## config.mk

```make
export PLATFORM = sky130hd
export DESIGN_NAME = fifo_wr_arbiter
export DESIGN_NICKNAME = d
export VERILOG_FILES = /design/src/rtl/fifo_wr_arbiter.sv
export SDC_FILE = /design/constraint.sdc
export NUM_CORES = 1
export LEC_CHECK = 0
export ABC_AREA = 1
export BUFFER_PORTS_ARGS = -buffer_cell sky130_fd_sc_hd__buf_2
export CAP_MARGIN = 5
export CORE_AREA = 2 2 77 57
export CTS_CLUSTER_SIZE = 12
export DETAILED_ROUTE_END_ITERATION = 6
export DIE_AREA = 0 0 79 59
export GPL_TIMING_DRIVEN = 0
export PLACE_DENSITY_LB_ADDON = 0.08
export SYNTH_ARGS = -nofsm -noshare
export SYNTH_HDL_FRONTEND = slang
export SYNTH_SLANG_ARGS = --single-unit
```

## constraint.sdc

```tcl
create_clock -name clk_i -period 4.15 [get_ports clk_i]
set_input_delay 0.6225 -clock clk_i [delete_from_list [all_inputs] [get_ports clk_i]]
set_output_delay 0.6225 -clock clk_i [all_outputs]
set_load 0.02 [all_outputs]
```

## src/rtl/fifo_wr_arbiter.sv

```systemverilog
// fifo_wr_arbiter: round-robin arbiter sharing one FIFO write port among
// NUM_REQ producers. A grant lasts up to MAX_BURST words, a full FIFO stalls
// the burst without dropping data, and full-stall cycles are counted.
//
// Ports:
//   clk_i         clock, all logic on posedge
//   rst_i         synchronous active-high reset
//   req_i         per-requester word valid (level, held until ack)
//   wdata_i       packed requester data, requester k at [k*WIDTH +: WIDTH]
//   fifo_full_i   FIFO full flag
//   gnt_o         one-hot grant, zero in IDLE
//   ack_o         one-hot, high when the owner's word is written
//   fifo_wr_en_o  FIFO write enable
//   fifo_wdata_o  FIFO write data (owner's slice in BURST, else 0)
//   busy_o        high while in BURST
//   owner_o       current or last owner index (registered)
//   stall_cnt_o   saturating count of full-stall cycles (registered)
module fifo_wr_arbiter #(
    parameter int unsigned NUM_REQ   = 4,
    parameter int unsigned WIDTH     = 8,
    parameter int unsigned MAX_BURST = 4,
    parameter int unsigned CNT_WIDTH = 8,
    parameter int unsigned OWN_WIDTH = $clog2(NUM_REQ)
) (
    input  logic                     clk_i,
    input  logic                     rst_i,
    input  logic [NUM_REQ-1:0]       req_i,
    input  logic [NUM_REQ*WIDTH-1:0] wdata_i,
    input  logic                     fifo_full_i,
    output logic [NUM_REQ-1:0]       gnt_o,
    output logic [NUM_REQ-1:0]       ack_o,
    output logic                     fifo_wr_en_o,
    output logic [WIDTH-1:0]         fifo_wdata_o,
    output logic                     busy_o,
    output logic [OWN_WIDTH-1:0]     owner_o,
    output logic [CNT_WIDTH-1:0]     stall_cnt_o
);

    localparam int unsigned BEAT_W = $clog2(MAX_BURST + 1);

    typedef enum logic {
        IDLE  = 1'b0,
        BURST = 1'b1
    } state_t;

    state_t               state_q, state_d;
    logic [OWN_WIDTH-1:0] owner_q, owner_d;
    logic [OWN_WIDTH-1:0] rr_q, rr_d;
    logic [BEAT_W-1:0]    beat_q, beat_d;
    logic [CNT_WIDTH-1:0] stall_q, stall_d;

    logic [OWN_WIDTH-1:0] pick;
    logic                 pick_vld;
    logic                 own_req;
    logic                 wr;
    logic                 last_beat;
    logic [OWN_WIDTH-1:0] next_ptr;
    logic [NUM_REQ-1:0]   own_onehot;
    logic [WIDTH-1:0]     own_data;

    // First requester at or after rr_q, wrapping modulo NUM_REQ.
    always_comb begin
        int unsigned idx;
        pick     = '0;
        pick_vld = 1'b0;
        idx      = 0;
        for (int unsigned i = 0; i < NUM_REQ; i++) begin
            idx = 32'(rr_q) + i;
            if (idx >= NUM_REQ) begin
                idx = idx - NUM_REQ;
            end
            if (!pick_vld && req_i[OWN_WIDTH'(idx)]) begin
                pick_vld = 1'b1;
                pick     = OWN_WIDTH'(idx);
            end
        end
    end

    // Owner-relative helpers.
    assign own_req    = req_i[owner_q];
    assign own_onehot = NUM_REQ'(1) << owner_q;
    assign own_data   = WIDTH'(wdata_i >> (32'(owner_q) * WIDTH));
    // Reset gates the write so the word presented in the reset cycle is kept.
    assign wr         = (state_q == BURST) && own_req && !fifo_full_i && !rst_i;
    assign last_beat  = (beat_q == BEAT_W'(MAX_BURST - 1));
    assign next_ptr   = (owner_q == OWN_WIDTH'(NUM_REQ - 1)) ? '0
                                                             : owner_q + OWN_WIDTH'(1);

    // Next-state and combinational outputs.
    always_comb begin
        state_d      = state_q;
        owner_d      = owner_q;
        rr_d         = rr_q;
        beat_d       = beat_q;
        stall_d      = stall_q;
        gnt_o        = '0;
        ack_o        = '0;
        fifo_wr_en_o = 1'b0;
        fifo_wdata_o = '0;
        busy_o       = 1'b0;

        case (state_q)
            IDLE: begin
                if (pick_vld) begin
                    state_d = BURST;
                    owner_d = pick;
                    beat_d  = '0;
                end
            end
            BURST: begin
                gnt_o        = own_onehot;
                busy_o       = 1'b1;
                fifo_wdata_o = own_data;
                fifo_wr_en_o = wr;
                ack_o        = wr ? own_onehot : '0;
                if (wr) begin
                    beat_d = beat_q + BEAT_W'(1);
                    if (last_beat) begin
                        state_d = IDLE;
                        rr_d    = next_ptr;
                    end
                end else if (!own_req) begin
                    state_d = IDLE;
                    rr_d    = next_ptr;
                end else if (fifo_full_i) begin
                    // Full never ends a burst; only the debug counter moves.
                    if (stall_q != '1) begin
                        stall_d = stall_q + CNT_WIDTH'(1);
                    end
                end
            end
            default: begin
                state_d = IDLE;
            end
        endcase
    end

    // State register.
    always_ff @(posedge clk_i) begin
        if (rst_i) begin
            state_q <= IDLE;
            owner_q <= '0;
            rr_q    <= '0;
            beat_q  <= '0;
            stall_q <= '0;
        end else begin
            state_q <= state_d;
            owner_q <= owner_d;
            rr_q    <= rr_d;
            beat_q  <= beat_d;
            stall_q <= stall_d;
        end
    end

    assign owner_o     = owner_q;
    assign stall_cnt_o = stall_q;

endmodule

```

# Yosys cells after proc, flatten, opt, wreduce, memory -nomap -nowiden
# Index checks and enable logic that the tools add are counted.
totals:
  register_bits: 16
  n_memories: 0
  input_bits: 39
  ramBits: 0
  output_inout_bits: 28
  latch_bits: 0
  rom_bits: 0
  wordCells: 90
op_classes:
  muxes: 40
  eq_ne: 7
  div: 0
  bitwise: 2
  mul: 0
  reduce_logical: 15
  order_cmp: 9
  n_addsub: 10
  shift: 2
op_table:
  columns: ["operator", "count"]
  rows:
  - ["right shift 32 x 5 -> 8 bit", 1]
  - ["two-way mux 2 bit", 12]
  - ["less-than comparator 2 x 3 -> 1 bit (second input constant)", 5]
  - ["two-way mux 1 bit", 15]
  - ["two-way mux 4 bit", 3]
  - ["binary-select mux 1 bit (select 2 bit)", 5]
  - [">= comparator 3 bit (second input constant)", 3]
  - ["adder 8 x 1 -> 8 bit (second input constant)", 1]
  - ["two-way mux 8 bit", 1]
  - ["inequality test 8 bit (second input constant)", 1]
  - ["subtractor 2 x 1 -> 2 bit (second input constant)", 4]
  - ["adder 2 x 2 -> 3 bit (second input constant)", 2]
  - ["logical AND 1 bit", 6]
  - ["two-way mux 3 bit", 2]
  - ["inequality test 2 x 1 -> 1 bit (second input constant)", 3]
  - ["case mux 3 bit (2 select lines)", 1]
  - ["zero test 1 bit", 5]
  - ["AND reduction 5 bit", 1]
  - ["AND reduction 2 bit", 2]
  - ["<< shifter 1 x 2 -> 4 bit (first input constant)", 1]
  - ["adder 2 x 1 -> 3 bit (second input constant)", 1]
  - ["adder 3 x 1 -> 3 bit (second input constant)", 1]
  - ["== test 3 x 2 -> 1 bit (second input constant)", 1]
  - [">= comparator 2 x 3 -> 1 bit (second input constant)", 1]
  - ["6 further kinds", 7]

# Logic depth before layout (Yosys ltp)
depth:
  word_depth: 16
  mapped_depth: 13
  ltp_nobuf: 12

# Least setup slack after synthesis
# No wires, ideal clock.
synth_timing:
  kind: "reg2out"
  startpoint: "reg owner_q[0] (netlist: owner_o[0])"
  endpoint: "out fifo_wdata_o[5]"
  arrival_ns: 1.512
  n_path_buf: 2
  required_ns: 3.527
  stages_incl_launch_ff: 7
  path_slack_ns: 2.015
  cell_sequence: "dfxtp_1 buf_6 clkbuf_1 nor2_1 nor2_1 o21ai_0 a21oi_1"
synth_between:
  elab_chain_cells: 2
synth_lines:
  columns: ["element", "line_no", "text"]
  rows:
  - ["from (decl)", "47", "logic [OWN_WIDTH-1:0] owner_q, owner_d;"]
  - ["from (signal assigned)", "148", "owner_q <= owner_d;"]
  - ["right shift 32 x 5 -> 8 bit", "82", "assign own_data = WIDTH'(wdata_i >> (32'(owner_q) * WIDTH));"]
  - ["two-way mux 8 bit", "102", "case (state_q)"]
  - ["to (decl)", "33", "output logic [WIDTH-1:0] fifo_wdata_o,"]
# No other way between the ends.

# Worst setup path after layout
layout_timing:
  startpoint: "reg owner_q[1] (netlist: owner_o[1])"
  endpoint: "out ack_o[0]"
layout_between:
  elab_chain_cells: 7
  word_cells_on_any_way: 8
  classes_between: "1 x shift; 4 x mux; 3 x reduce/logical"
layout_lines:
  columns: ["element", "line_no", "text"]
  rows:
  - ["binary-select mux 1 bit (select 2 bit)", "80", "assign own_req = req_i[owner_q];"]
  - ["two-way mux 1 bit (not written as such)", "80", null]
  - ["logical AND 1 bit (3 in a row)", "84", "assign wr = (state_q == BURST) && own_req && !fifo_full_i && !rst_i;"]
  - ["two-way mux 4 bit *", "115", "ack_o = wr ? own_onehot : '0;"]
  - ["two-way mux 4 bit *", "102", null]
  - ["to (decl)", "31", "output logic [NUM_REQ-1:0] ack_o,"]
# Every way passes the cells marked *; elsewhere a longest branch is shown, timed or not. The select of a mux whose other input is x is not followed.

==> results.md <==
* CTS resizes at 0
* Crit path capture type: output port
* TritonCTS Buffers at 3
* Number of global-route vias before repair at between 1000 and 1500
* Most frequent cell after synthesis: nand2_1
* Netlist cell types at 30
* Starting Density at 0.391
* Iter 0 DRT Violations at between 60 and 70
* H-tree depth at 1
* Per-cell routed wire length at 11.2 µm
* Final setup skew at about 0.0013 ns
* Diode count at 0
* Layout cells sized above 1 at 0.341
* Synth-to-Final Area Change at 29.0%
* GRT Overall Usage at 0.175
* Number of enable flip-flop cells after synthesis at 0
* CTS Hold Bufs at 0
* Die Y at ~60 µm
* Pre-CTS WS at slightly below 2 ns
* Synth top area cells: dfxtp_1, nand2_1, nor2_1
* Critical path peak fanout at 11
* Yosys warns at 0
* Pleak at 1.05 nW
* Max incr delay on CP at 0.38 ns
* Layout Utilization at 0.505
* Total global routing overflow at 0
* Largest net degree at the start of global routing at 12
* Clk root buf: clkbuf_8
* Post-route ant nets at 0
* Die outline width at about 79 µm
* First-pass DRT Iterations at 5
* Top FF cell, synth: dfxtp_1
* Cells on Worst Hold Path at 2
* CTS tree: done
* Nets at approximately 360
* Clock latency reported for the late side of the worst-skew pair at 0.25 ns
* Clock transition at path regs at around 0.060 ns
* Total wire length at around 4000 µm
* Synthesized area at approximately 1500 µm²
* Post-synth top area cell: dfxtp_1
* GPL Wtd Cong at about 0.8
* CTS max path bufs at 2
* Pwr Total at 1.11 mW
* Vias at around 1700
* Setup Total Neg Slack at 0 ns
* Initial antenna violation count at 0
* Vias per inst at 4.60
* Maxcap violations at 0
* Min Tclk post-route at between 2 and 2.5 ns
* Clock sinks at 16
* Die area at around 4700 µm²
* Synth Instances at around 250
* Max Slew Vio Count at 0
* Asr flop ratio synth at 0
* Post-synthesis sequential area ratio at 0.213
* Post-synthesis net count at a little under 300
* Maximum vdd drop at about 270 µV
* Min-Delay Path Class: reg2reg
* Setup Buffers After CTS at 0
* Final setup fails at 0
* Worst EP required at 3.53 ns
* Power Density at between 500 and 600 nW/µm²
* Commonest cells post-synth: nand2_1, nor2_1, o21ai_0, a21oi_1, inv_1
* CP arrival at between 1.5 and 2 ns
* Final Hold Fails at 0
* IO Port Bufs at 66
* Mean post-synth cell area at 6.15 µm²
* Number of remaining DRC errors at 0
* Worst relative slew slack at 0.658
* HPWL after detailed placement at about 3200 µm
* CP startpoint kind: flop
* Outcome: finished clean
* Cell Rows at 19
* Global-route wire length before repair at 6620 µm
* Io pins at 67
* Worst Path Class, Setup: reg2out
* Slowest stage cell, crit path: clkbuf_1
* Register bit total from synthesis at 16
* Core ar. at 3850 µm²
* Fmax at around 400 MHz
* Fin crit share at 0.588
* Depth of the worst register-to-register path at 6
* Worst Tran Pin Value at 0.513 ns
* Worst setup margin at 1.71 ns
* Post-synth top area share at 0.213
* Worst-path cell chain: buf_4 -> inv_2 -> clkbuf_1 -> ha_1 -> nand2_1 -> nor2_1 -> buf_2
* RSZ-0062 raised after global routing: no
[worst max-delay path: cells and delay by family (launching register included)]
family | cells | cell delay, ns
buffers and inverters | 4 | 0.80
adders and majority gates | 1 | 0.24
and+or+nand+nor | 2 | 0.21
DFF | 1 | 0.34
[sequential cells by signal, summed over array words and instances (netlist names)]
name	cells
state_q	1
rr_q	2
stall_cnt_o	8
beat_q	3
owner_o	2
[per-layer routing]
layer | vias to the layer above | track usage | share of wire
li1 | 916 | - | -
met1 | 722 | 0.274 | 0.54
met2 | 44 | 0.249 | 0.39
met3 | 0 | 0.0457 | 0.062
met4 | 0 | 0.00739 | 0
met5 | - | 0 | 0
[where the power goes]
group | switching [mW] | leakage [nW] | total [mW] | internal [mW]
combinational | 0.517 | 0.897 | 0.789 | 0.272
sequential | 0.0237 | 0.130 | 0.203 | 0.180
clock | 0.0522 | 0.0216 | 0.117 | 0.0643
total | 0.593 | 1.05 | 1.11 | 0.516
[cells by family after synthesis]
logic type               count (synthesis)  share of synthesized area
AO/OA/AOI/OAI                           47                      0.175
XOR/XNOR                                 4                     0.0233
flip-flops                              16                      0.213
adder cells (fa/ha/maj)                  7                     0.0581
buffers and inverters                   35                      0.107
AND/OR/NAND/NOR                        136                      0.424
[layout make-up]
| class | instances | area (µm²) |
|---|---|---|
| fillers | 422 | 1910 |
| clock buffers | 3 | 41.3 |
| flip-flops and latches | 16 | 320 |
| plain buffers | 10 | 60.1 |
| inverters | 25 | 101 |
| well taps | 52 | 65.1 |
| multi-input cells | 194 | 1020 |
| repair buffers | 66 | 330 |
[through the flow]
| step | instance area [µm²] | std cells | hold WS [ns] |
|---|---|---|---|
| after floorplan | 1510 | 245 | 0.451 |
| after global placement | 1900 | 363 | 0.462 |
| after detailed placement | 1900 | 363 | 0.471 |
| after CTS | 1940 | 366 | 0.481 |
| after global routing | 1940 | 366 | 0.494 |
| final | 1940 | 366 | 0.476 |
[worst paths after layout]
check                          start                endpoint  slack, ns
max          owner_o[1]$_SDFFE_PP0P_                ack_o[0]       1.71
max reg2reg  owner_o[1]$_SDFFE_PP0P_    rr_q[1]$_SDFFE_PP0P_       2.56
min           beat_q[2]$_SDFFE_PP0P_  beat_q[2]$_SDFFE_PP0P_       0.48
min reg2reg   beat_q[2]$_SDFFE_PP0P_  beat_q[2]$_SDFFE_PP0P_       0.48
[cells in the final DEF (no fill, tap or decap), types with 2 or more instances in the layout]
cell type	netlist	final
buf_2	3	69
nand2_1	56	56
nor2_1	47	47
o21ai_0	20	20
a21oi_1	19	19
inv_1	18	18
dfxtp_1	16	16
nand3_1	10	10
ha_1	7	7
nand2_2	6	6
inv_2	5	5
clkbuf_1	4	4
nand2_4	4	4
a21oi_2	4	4
nand3_2	4	4
nand4_1	3	3
xnor2_1	3	3
clkbuf_8	0	3
buf_6	2	2
nor2_4	2	2
o21ai_2	2	2
Note: power is estimated with default switching activity, not from simulation.
